==> config.mk <==
export PLATFORM = sky130hd
export DESIGN_NAME = flash_xip_reader
export DESIGN_NICKNAME = d
export VERILOG_FILES = /design/src/rtl/flash_xip_reader.sv
export SDC_FILE = /design/constraint.sdc
export NUM_CORES = 1
export LEC_CHECK = 0
export ABC_CLOCK_PERIOD_IN_PS = 3400
export BUFFER_PORTS_ARGS = -buffer_cell sky130_fd_sc_hd__buf_2
export CAP_MARGIN = 20
export CELL_PAD_IN_SITES_DETAIL_PLACEMENT = 1
export CELL_PAD_IN_SITES_GLOBAL_PLACEMENT = 2
export CORE_UTILIZATION = 36
export CTS_CLUSTER_DIAMETER = 30
export DETAILED_ROUTE_END_ITERATION = 8
export PLACE_DENSITY_LB_ADDON = 0.2
export SYNTH_ARGS = -nofsm -noshare
export SYNTH_HDL_FRONTEND = slang
export SYNTH_SLANG_ARGS = --single-unit
export TNS_END_PERCENT = 10
==> constraint.sdc <==
create_clock -name clk -period 3.4 [get_ports clk]
set_input_delay 0.17 -clock clk [delete_from_list [all_inputs] [get_ports clk]]
set_output_delay 0.17 -clock clk [all_outputs]
set_load 0.05 [all_outputs]
==> src/rtl/flash_xip_reader.sv <==
// rtl/flash_xip_reader.sv - SPI NOR execute-in-place word reader (READ 0x03, SPI mode 0)
// Holds flash selected between sequential word fetches so consecutive reads skip the command phase.
module flash_xip_reader #(
  parameter int CLK_DIV         = 1,
  parameter int CSB_HIGH_CYCLES = 4,
  parameter int WAKE_CYCLES     = 48
) (
  input  logic        clk,
  input  logic        rst,
  input  logic        valid,
  input  logic [23:0] addr,
  output logic        ready,
  output logic [31:0] rdata,
  output logic        flash_csb,
  output logic        flash_clk,
  output logic        flash_io0_oe,
  output logic        flash_io0_do,
  input  logic        flash_io1_di
);
  localparam int WAIT_CYC = (WAKE_CYCLES > CSB_HIGH_CYCLES) ? WAKE_CYCLES : CSB_HIGH_CYCLES;
  localparam logic [15:0] DIV_LAST  = 16'(CLK_DIV - 1);
  localparam logic [15:0] WAIT_LAST = 16'((WAIT_CYC > 0) ? WAIT_CYC - 1 : 0);
  localparam logic [15:0] GAP_LAST  = 16'((CSB_HIGH_CYCLES > 0) ? CSB_HIGH_CYCLES - 1 : 0);

  typedef enum logic [2:0] {
    S_WAKE_CMD, S_WAKE_WAIT, S_IDLE, S_CMD, S_DATA, S_HOLD, S_GAP
  } state_t;

  state_t      state_q, state_d;
  logic        csb_q, csb_d, sclk_q, sclk_d, oe_q, oe_d, do_q, do_d;
  logic        ready_q, ready_d, seq_vld_q, seq_vld_d;
  logic [31:0] rdata_q, rdata_d, sh_q, sh_d, rx_q, rx_d;
  logic [23:0] cur_addr_q, cur_addr_d, next_addr_q, next_addr_d;
  logic [5:0]  bit_q, bit_d;
  logic [15:0] div_q, div_d, wait_q, wait_d;
  logic        shifting, half_end, bit_end, addr_unused;
  logic [31:0] rx_next;

  assign addr_unused = ^addr[1:0];
  assign shifting = (state_q == S_CMD) || (state_q == S_DATA) ||
                    ((state_q == S_WAKE_CMD) && !csb_q);
  assign half_end = (div_q == DIV_LAST);
  // A bit ends on the edge that closes the flash_clk high phase; io1 is sampled there.
  assign bit_end  = shifting && sclk_q && half_end;
  assign rx_next  = {rx_q[30:0], flash_io1_di};

  always_comb begin
    state_d     = state_q;
    csb_d       = csb_q;
    sclk_d      = sclk_q;
    oe_d        = oe_q;
    do_d        = do_q;
    ready_d     = 1'b0;
    seq_vld_d   = seq_vld_q;
    rdata_d     = rdata_q;
    sh_d        = sh_q;
    rx_d        = rx_q;
    cur_addr_d  = cur_addr_q;
    next_addr_d = next_addr_q;
    bit_d       = bit_q;
    div_d       = div_q;
    wait_d      = wait_q;

    if (shifting) begin
      if (half_end) begin
        div_d  = '0;
        sclk_d = ~sclk_q;
      end else begin
        div_d = div_q + 16'd1;
      end
    end

    case (state_q)
      S_WAKE_CMD: begin
        if (csb_q) begin
          csb_d  = 1'b0;
          oe_d   = 1'b1;
          sh_d   = 32'hAB00_0000;
          do_d   = 1'b1;
          bit_d  = '0;
          div_d  = '0;
          sclk_d = 1'b0;
        end else if (bit_end) begin
          if (bit_q == 6'd7) begin
            csb_d   = 1'b1;
            oe_d    = 1'b0;
            do_d    = 1'b0;
            wait_d  = '0;
            state_d = S_WAKE_WAIT;
          end else begin
            sh_d  = {sh_q[30:0], 1'b0};
            do_d  = sh_q[30];
            bit_d = bit_q + 6'd1;
          end
        end
      end
      S_WAKE_WAIT: begin
        if (wait_q == WAIT_LAST) state_d = S_IDLE;
        else                     wait_d  = wait_q + 16'd1;
      end
      S_IDLE: begin
        if (valid) begin
          cur_addr_d = {addr[23:2], 2'b00};
          sh_d       = {8'h03, addr[23:2], 2'b00};
          do_d       = 1'b0;
          csb_d      = 1'b0;
          oe_d       = 1'b1;
          bit_d      = '0;
          div_d      = '0;
          sclk_d     = 1'b0;
          state_d    = S_CMD;
        end
      end
      S_CMD: begin
        if (bit_end) begin
          if (bit_q == 6'd31) begin
            oe_d    = 1'b0;
            do_d    = 1'b0;
            bit_d   = '0;
            state_d = S_DATA;
          end else begin
            sh_d  = {sh_q[30:0], 1'b0};
            do_d  = sh_q[30];
            bit_d = bit_q + 6'd1;
          end
        end
      end
      S_DATA: begin
        if (bit_end) begin
          rx_d = rx_next;
          if (bit_q == 6'd31) begin
            ready_d     = 1'b1;
            rdata_d     = {rx_next[7:0], rx_next[15:8], rx_next[23:16], rx_next[31:24]};
            next_addr_d = cur_addr_q + 24'd4;
            seq_vld_d   = 1'b1;
            bit_d       = '0;
            state_d     = S_HOLD;
          end else begin
            bit_d = bit_q + 6'd1;
          end
        end
      end
      S_HOLD: begin
        // The request still on the bus during the ready cycle is the one just served.
        if (valid && !ready_q) begin
          if (seq_vld_q && (addr[23:2] == next_addr_q[23:2])) begin
            cur_addr_d = next_addr_q;
            bit_d      = '0;
            div_d      = '0;
            sclk_d     = 1'b0;
            state_d    = S_DATA;
          end else begin
            csb_d   = 1'b1;
            wait_d  = '0;
            state_d = S_GAP;
          end
        end
      end
      S_GAP: begin
        if (wait_q == GAP_LAST) state_d = S_IDLE;
        else                    wait_d  = wait_q + 16'd1;
      end
      default: state_d = S_WAKE_CMD;
    endcase
  end

  always_ff @(posedge clk) begin
    if (rst) begin
      state_q     <= S_WAKE_CMD;
      csb_q       <= 1'b1;
      sclk_q      <= 1'b0;
      oe_q        <= 1'b0;
      do_q        <= 1'b0;
      ready_q     <= 1'b0;
      seq_vld_q   <= 1'b0;
      rdata_q     <= '0;
      sh_q        <= '0;
      rx_q        <= '0;
      cur_addr_q  <= '0;
      next_addr_q <= '0;
      bit_q       <= '0;
      div_q       <= '0;
      wait_q      <= '0;
    end else begin
      state_q     <= state_d;
      csb_q       <= csb_d;
      sclk_q      <= sclk_d;
      oe_q        <= oe_d;
      do_q        <= do_d;
      ready_q     <= ready_d;
      seq_vld_q   <= seq_vld_d;
      rdata_q     <= rdata_d;
      sh_q        <= sh_d;
      rx_q        <= rx_d;
      cur_addr_q  <= cur_addr_d;
      next_addr_q <= next_addr_d;
      bit_q       <= bit_d;
      div_q       <= div_d;
      wait_q      <= wait_d;
    end
  end

  assign ready        = ready_q;
  assign rdata        = rdata_q;
  assign flash_csb    = csb_q;
  assign flash_clk    = sclk_q;
  assign flash_io0_oe = oe_q;
  assign flash_io0_do = do_q;
endmodule

==> qor.csv <==
stage;metric;value;unit
clocking;buffer cell driving the clock tree root;clkbuf_16;
clocking;Max Root-Sink Buffers;2;
worst_setup_path;Worst Path Class, Setup;reg2reg;
worst_setup_path;kind of cell adding the most delay to the critical path;simple AND/OR/NAND/NOR gates;
floorplan;effective utilization at floorplan;37.0;%
synthesis;compound-gate portion of the synthesized area;19.4;%
synthesis;area of the mapped netlist;8430;µm²
placement;I/O Buffers;62;
drt;drc violations;0;
synthesis;area share of the largest cell type after synthesis;43.4;%
status;status;finished clean;
global_routing;global routing met3 resource utilization;3.43;%
global_routing;Total Routing Usage GR;20.7;%
sta;Worst slew margin;43.0;%
floorplan;floorplan die height;155;µm
sta;Least-Margin Pin Slew;0.854;ns
global_routing;global-route wire length before repair;40.1;mm
drt;initial drt markers;373;
worst_setup_path;Buffers & Inverters on Critical Path;0;
clocking;Post CTS Setup Buffer Count;0;
synthesis;adder-cell share of the synthesized area;0.742;%
synthesis;proportion of synthesized chip area in sequential cells;43.4;%
power_and_ir_drop;pwr dens;465;nW/µm²
synthesis;post-synth net total;1060;
clocking;clock insertion delay at the later pin of the skew report;0.43;ns
global_routing;number of global-route vias before repair;7589;
synthesis;largest family of logic cells by synthesized area;simple AND/OR/NAND/NOR gates;
final_layout;share of layout cells above drive strength 1;12.9;%
final_layout;post-route non-filler standard cell count;1391;
synthesis;count of distinct cell types in the synthesized netlist;59;
global_routing;GRT met1 Usage;28.9;%
clocking;clock sink count;183;
sta;accumulated negative setup slack;0;ns
clocking;clock transition at the register clock pins on the worst setup and hold paths after CTS;0.07;ns
placement;final weighted congestion of routability-driven global placement;0.760;
clocking;number of clock buffers inserted by TritonCTS;17;
final_layout;most common cell after layout, fill and taps aside;dfxtp_1;
worst_setup_path;endpoint arrival time on the critical path;3.15;ns
synthesis;xor and xnor area share after synthesis;6.02;%
final_layout;FILL cells;2711;
drt;detail-routed net length per standard cell;17.0;µm
sta;highest clock frequency the design can meet;0.352;GHz
floorplan;io pins;65;
floorplan;die area;24000;µm²
worst_setup_path;CP Data Required Time;3.71;ns
sta;clock skew after layout;0.0164;ns
global_routing;residual overflow from global routing;0;
placement;total half-perimeter wirelength after legalization and detailed placement;15.4;mm
drt;total via count after detailed routing;7553;
worst_setup_path;Crit Path Max Fanout;7;
floorplan;Die X-Extent;155;µm
worst_setup_path;launch point of the critical path;wait_q[0];
sta;final period demand of the worst path;2.84;ns
sta;final setup violation count;0;
worst_setup_path;capturing element of the worst setup path;state_q[1];
final_layout;number of nets in the final layout;1098;
worst_setup_path;largest incremental delay on the critical path;0.61;ns
sta;final max-slew violation count;0;
synthesis;Async S/R FF share, synth;0;%
global_routing;pin count of the biggest net entering global routing;66;
sta;portion of the clock cycle consumed by the worst path in the final layout;83.7;%
drt;DRT Wirelength;23.6;mm
floorplan;core area;22800;µm²
synthesis;number of warnings printed during yosys synthesis;0;
synthesis;area share of and/or/nand/nor cells after synthesis;23.7;%
placement;# placed instances;1356;
global_routing;antenna violations before repair;0;
clocking;deepest level of the CTS H-tree;4;
drt;post-DR vias/cell;5.43;
sta;RSZ-0062 raised after global routing;no;
synthesis;cell taking the most area after synthesis;dfxtp_1;
clocking;CTS tree;done;
final_layout;Reg area;3660;µm²
synthesis;Synth Instances;1027;
final_layout;multi-input combinational cell area;4510;µm²
final_layout;Area Overhead vs Synth;15.6;%
final_layout;commonest cells after routing, fill and taps aside;183 x dfxtp_1, 177 x nand2_1, 116 x a21oi_1;
worst_hold_path;HP Class;in2reg;
synthesis;number of synthesized register bits;183;
clocking;number of hold-repair buffers added at the cts stage;1;
synthesis;mean instance size in the synthesized netlist;8.21;µm²
drt;post-detailed-route count of antenna-violating nets;0;
synthesis;multiplexer share of the synthesized area;2.98;%
global_routing;layer carrying the most global-route usage;met2;
global_routing;met2 GRT Util;33.2;%
clocking;post-cts resize count;0;
worst_setup_path;Worst setup SP type;flip-flop;
worst_setup_path;library cell contributing the largest single delay on the critical path;or4b_2;
final_layout;Antenna Diode Count;0;
worst_setup_path;type of element capturing the critical path;flip-flop;
flow_run;# Max-Cap Violations;0;
sta;number of hold violations in the final report;0;
worst_setup_path;capture instance of the worst register-to-register path;state_q[1];
worst_setup_path;total stage count of the critical path;7;
worst_setup_path;Crit Reg-Reg Startpoint;wait_q[0];
synthesis;biggest area contributors in the synthesized netlist;dfxtp_1 43%, nand2_1 7.9%, a21oi_1 6.9%;
floorplan;Site Rows;55;
synthesis;ys flop type;dfxtp_1;
drt;First-pass DRT Iterations;4;
power_and_ir_drop;worst supply voltage drop on vdd;0.000240;V
worst_setup_path;cell-by-cell trace of the critical path;ha_1, or4b_2, nor4_1, nor2_1, nor3_1, o211ai_1, mux2_1;
worst_setup_path;reg2reg setup slack;0.56;ns
worst_setup_path;r2r worst-path depth;7;
power_and_ir_drop;static power due to leakage;3.48;nW
synthesis;EDFF count, synth;0;
==> metrics by stage <==
stage	util (%)	instance area (µm²)	setup slack, ns	total power [mW]	hold slack, ns
finish	42.8	9750	0.556	4.54	0.0518
global route	42.8	9750	0.302	4.71	0.0553
detailed placement	39.9	9100	0.482	2.48	0.441
floorplan	-	8430	0.841	2.39	0.310
CTS	42.7	9730	0.434	4.61	0.0349
global placement	39.9	9100	0.557	2.47	0.436
==> worst min path at each step <==
| stage | startpoint | end | slack (ns) | cells after the start |
|---|---|---|---|---|
| final | addr[2] | sh_q[2] | 0.05 | 3 |
| after global routing | addr[2] | sh_q[2] | 0.06 | 3 |
| after CTS | addr[2] | sh_q[2] | 0.03 | 3 |
| after detailed placement | rdata[21] | rdata[21] | 0.44 | 2 |
| after global placement | rdata[19] | rdata[19] | 0.44 | 2 |
| after floorplan | flash_io1_di | rdata[24] | 0.31 | 2 |
==> cell families (layout without fill, tap and decap cells) <==
logic type	after synthesis	after routing
flops	183	183
buf+inv	77	128
compound gates	249	249
simple gates	430	430
xor+xnor	58	58
fa+ha+maj	5	5
mux	25	25
==> per-layer routing <==
metal  wire, µm  vias up
li1           -     3759
met1      12100     3700
met2      10800       78
met3        515       16
met4        242        0
met5          0        -
==> final cells by class <==
type | instances | area share (%)
well taps | 313 | 4.02
repair buffers | 88 | 5.38
inverters | 8 | 0.308
flip-flops and latches | 183 | 37.6
multi-input cells | 767 | 46.3
clock buffers | 17 | 4.36
clock inverters | 15 | 2.05
==> sequential cells by signal (all words and copies together) (netlist names) <==
name / flops
rx_q: 31
seq_vld_q: 1
bit_q: 6
flash_io0_do: 1
rdata: 32
flash_clk: 1
flash_io0_oe: 1
ready: 1
cur_addr_q: 22
state_q: 3
div_q: 16
flash_csb: 1
sh_q: 29
next_addr_q: 22
wait_q: 16
==> worst register-to-register path, stage by stage (launching register included) <==
cell      delay, ns
dfxtp_1        0.41
ha_1           0.31
or4b_2         0.61
nor4_1         0.42
nor2_1         0.14
nor3_1         0.34
o211ai_1       0.17
mux2_1         0.33
==> where the power goes <==
group	switching, mW	leakage (nW)	internal [mW]
clock network	0.980	0.304	1.13
registers	0.0167	1.48	2.17
logic	0.161	1.70	0.0773
==> cells in the mapped netlist, types with 6 or more instances <==
cell type,number
buf_2,7
nand2b_1,10
clkbuf_1,57
and4_1,8
nand2_1,177
a221oi_1,21
nor3_1,36
a211oi_1,24
nor4_1,12
xnor2_1,30
o21ai_0,14
inv_1,8
dfxtp_1,183
nand3_1,29
nand4_1,13
xor2_1,28
a21oi_1,116
o31ai_1,8
a311oi_1,31
and3_1,10
nor2b_1,6
mux2i_1,24
nor2_1,97
Note: power is estimated with default switching activity, not from simulation.
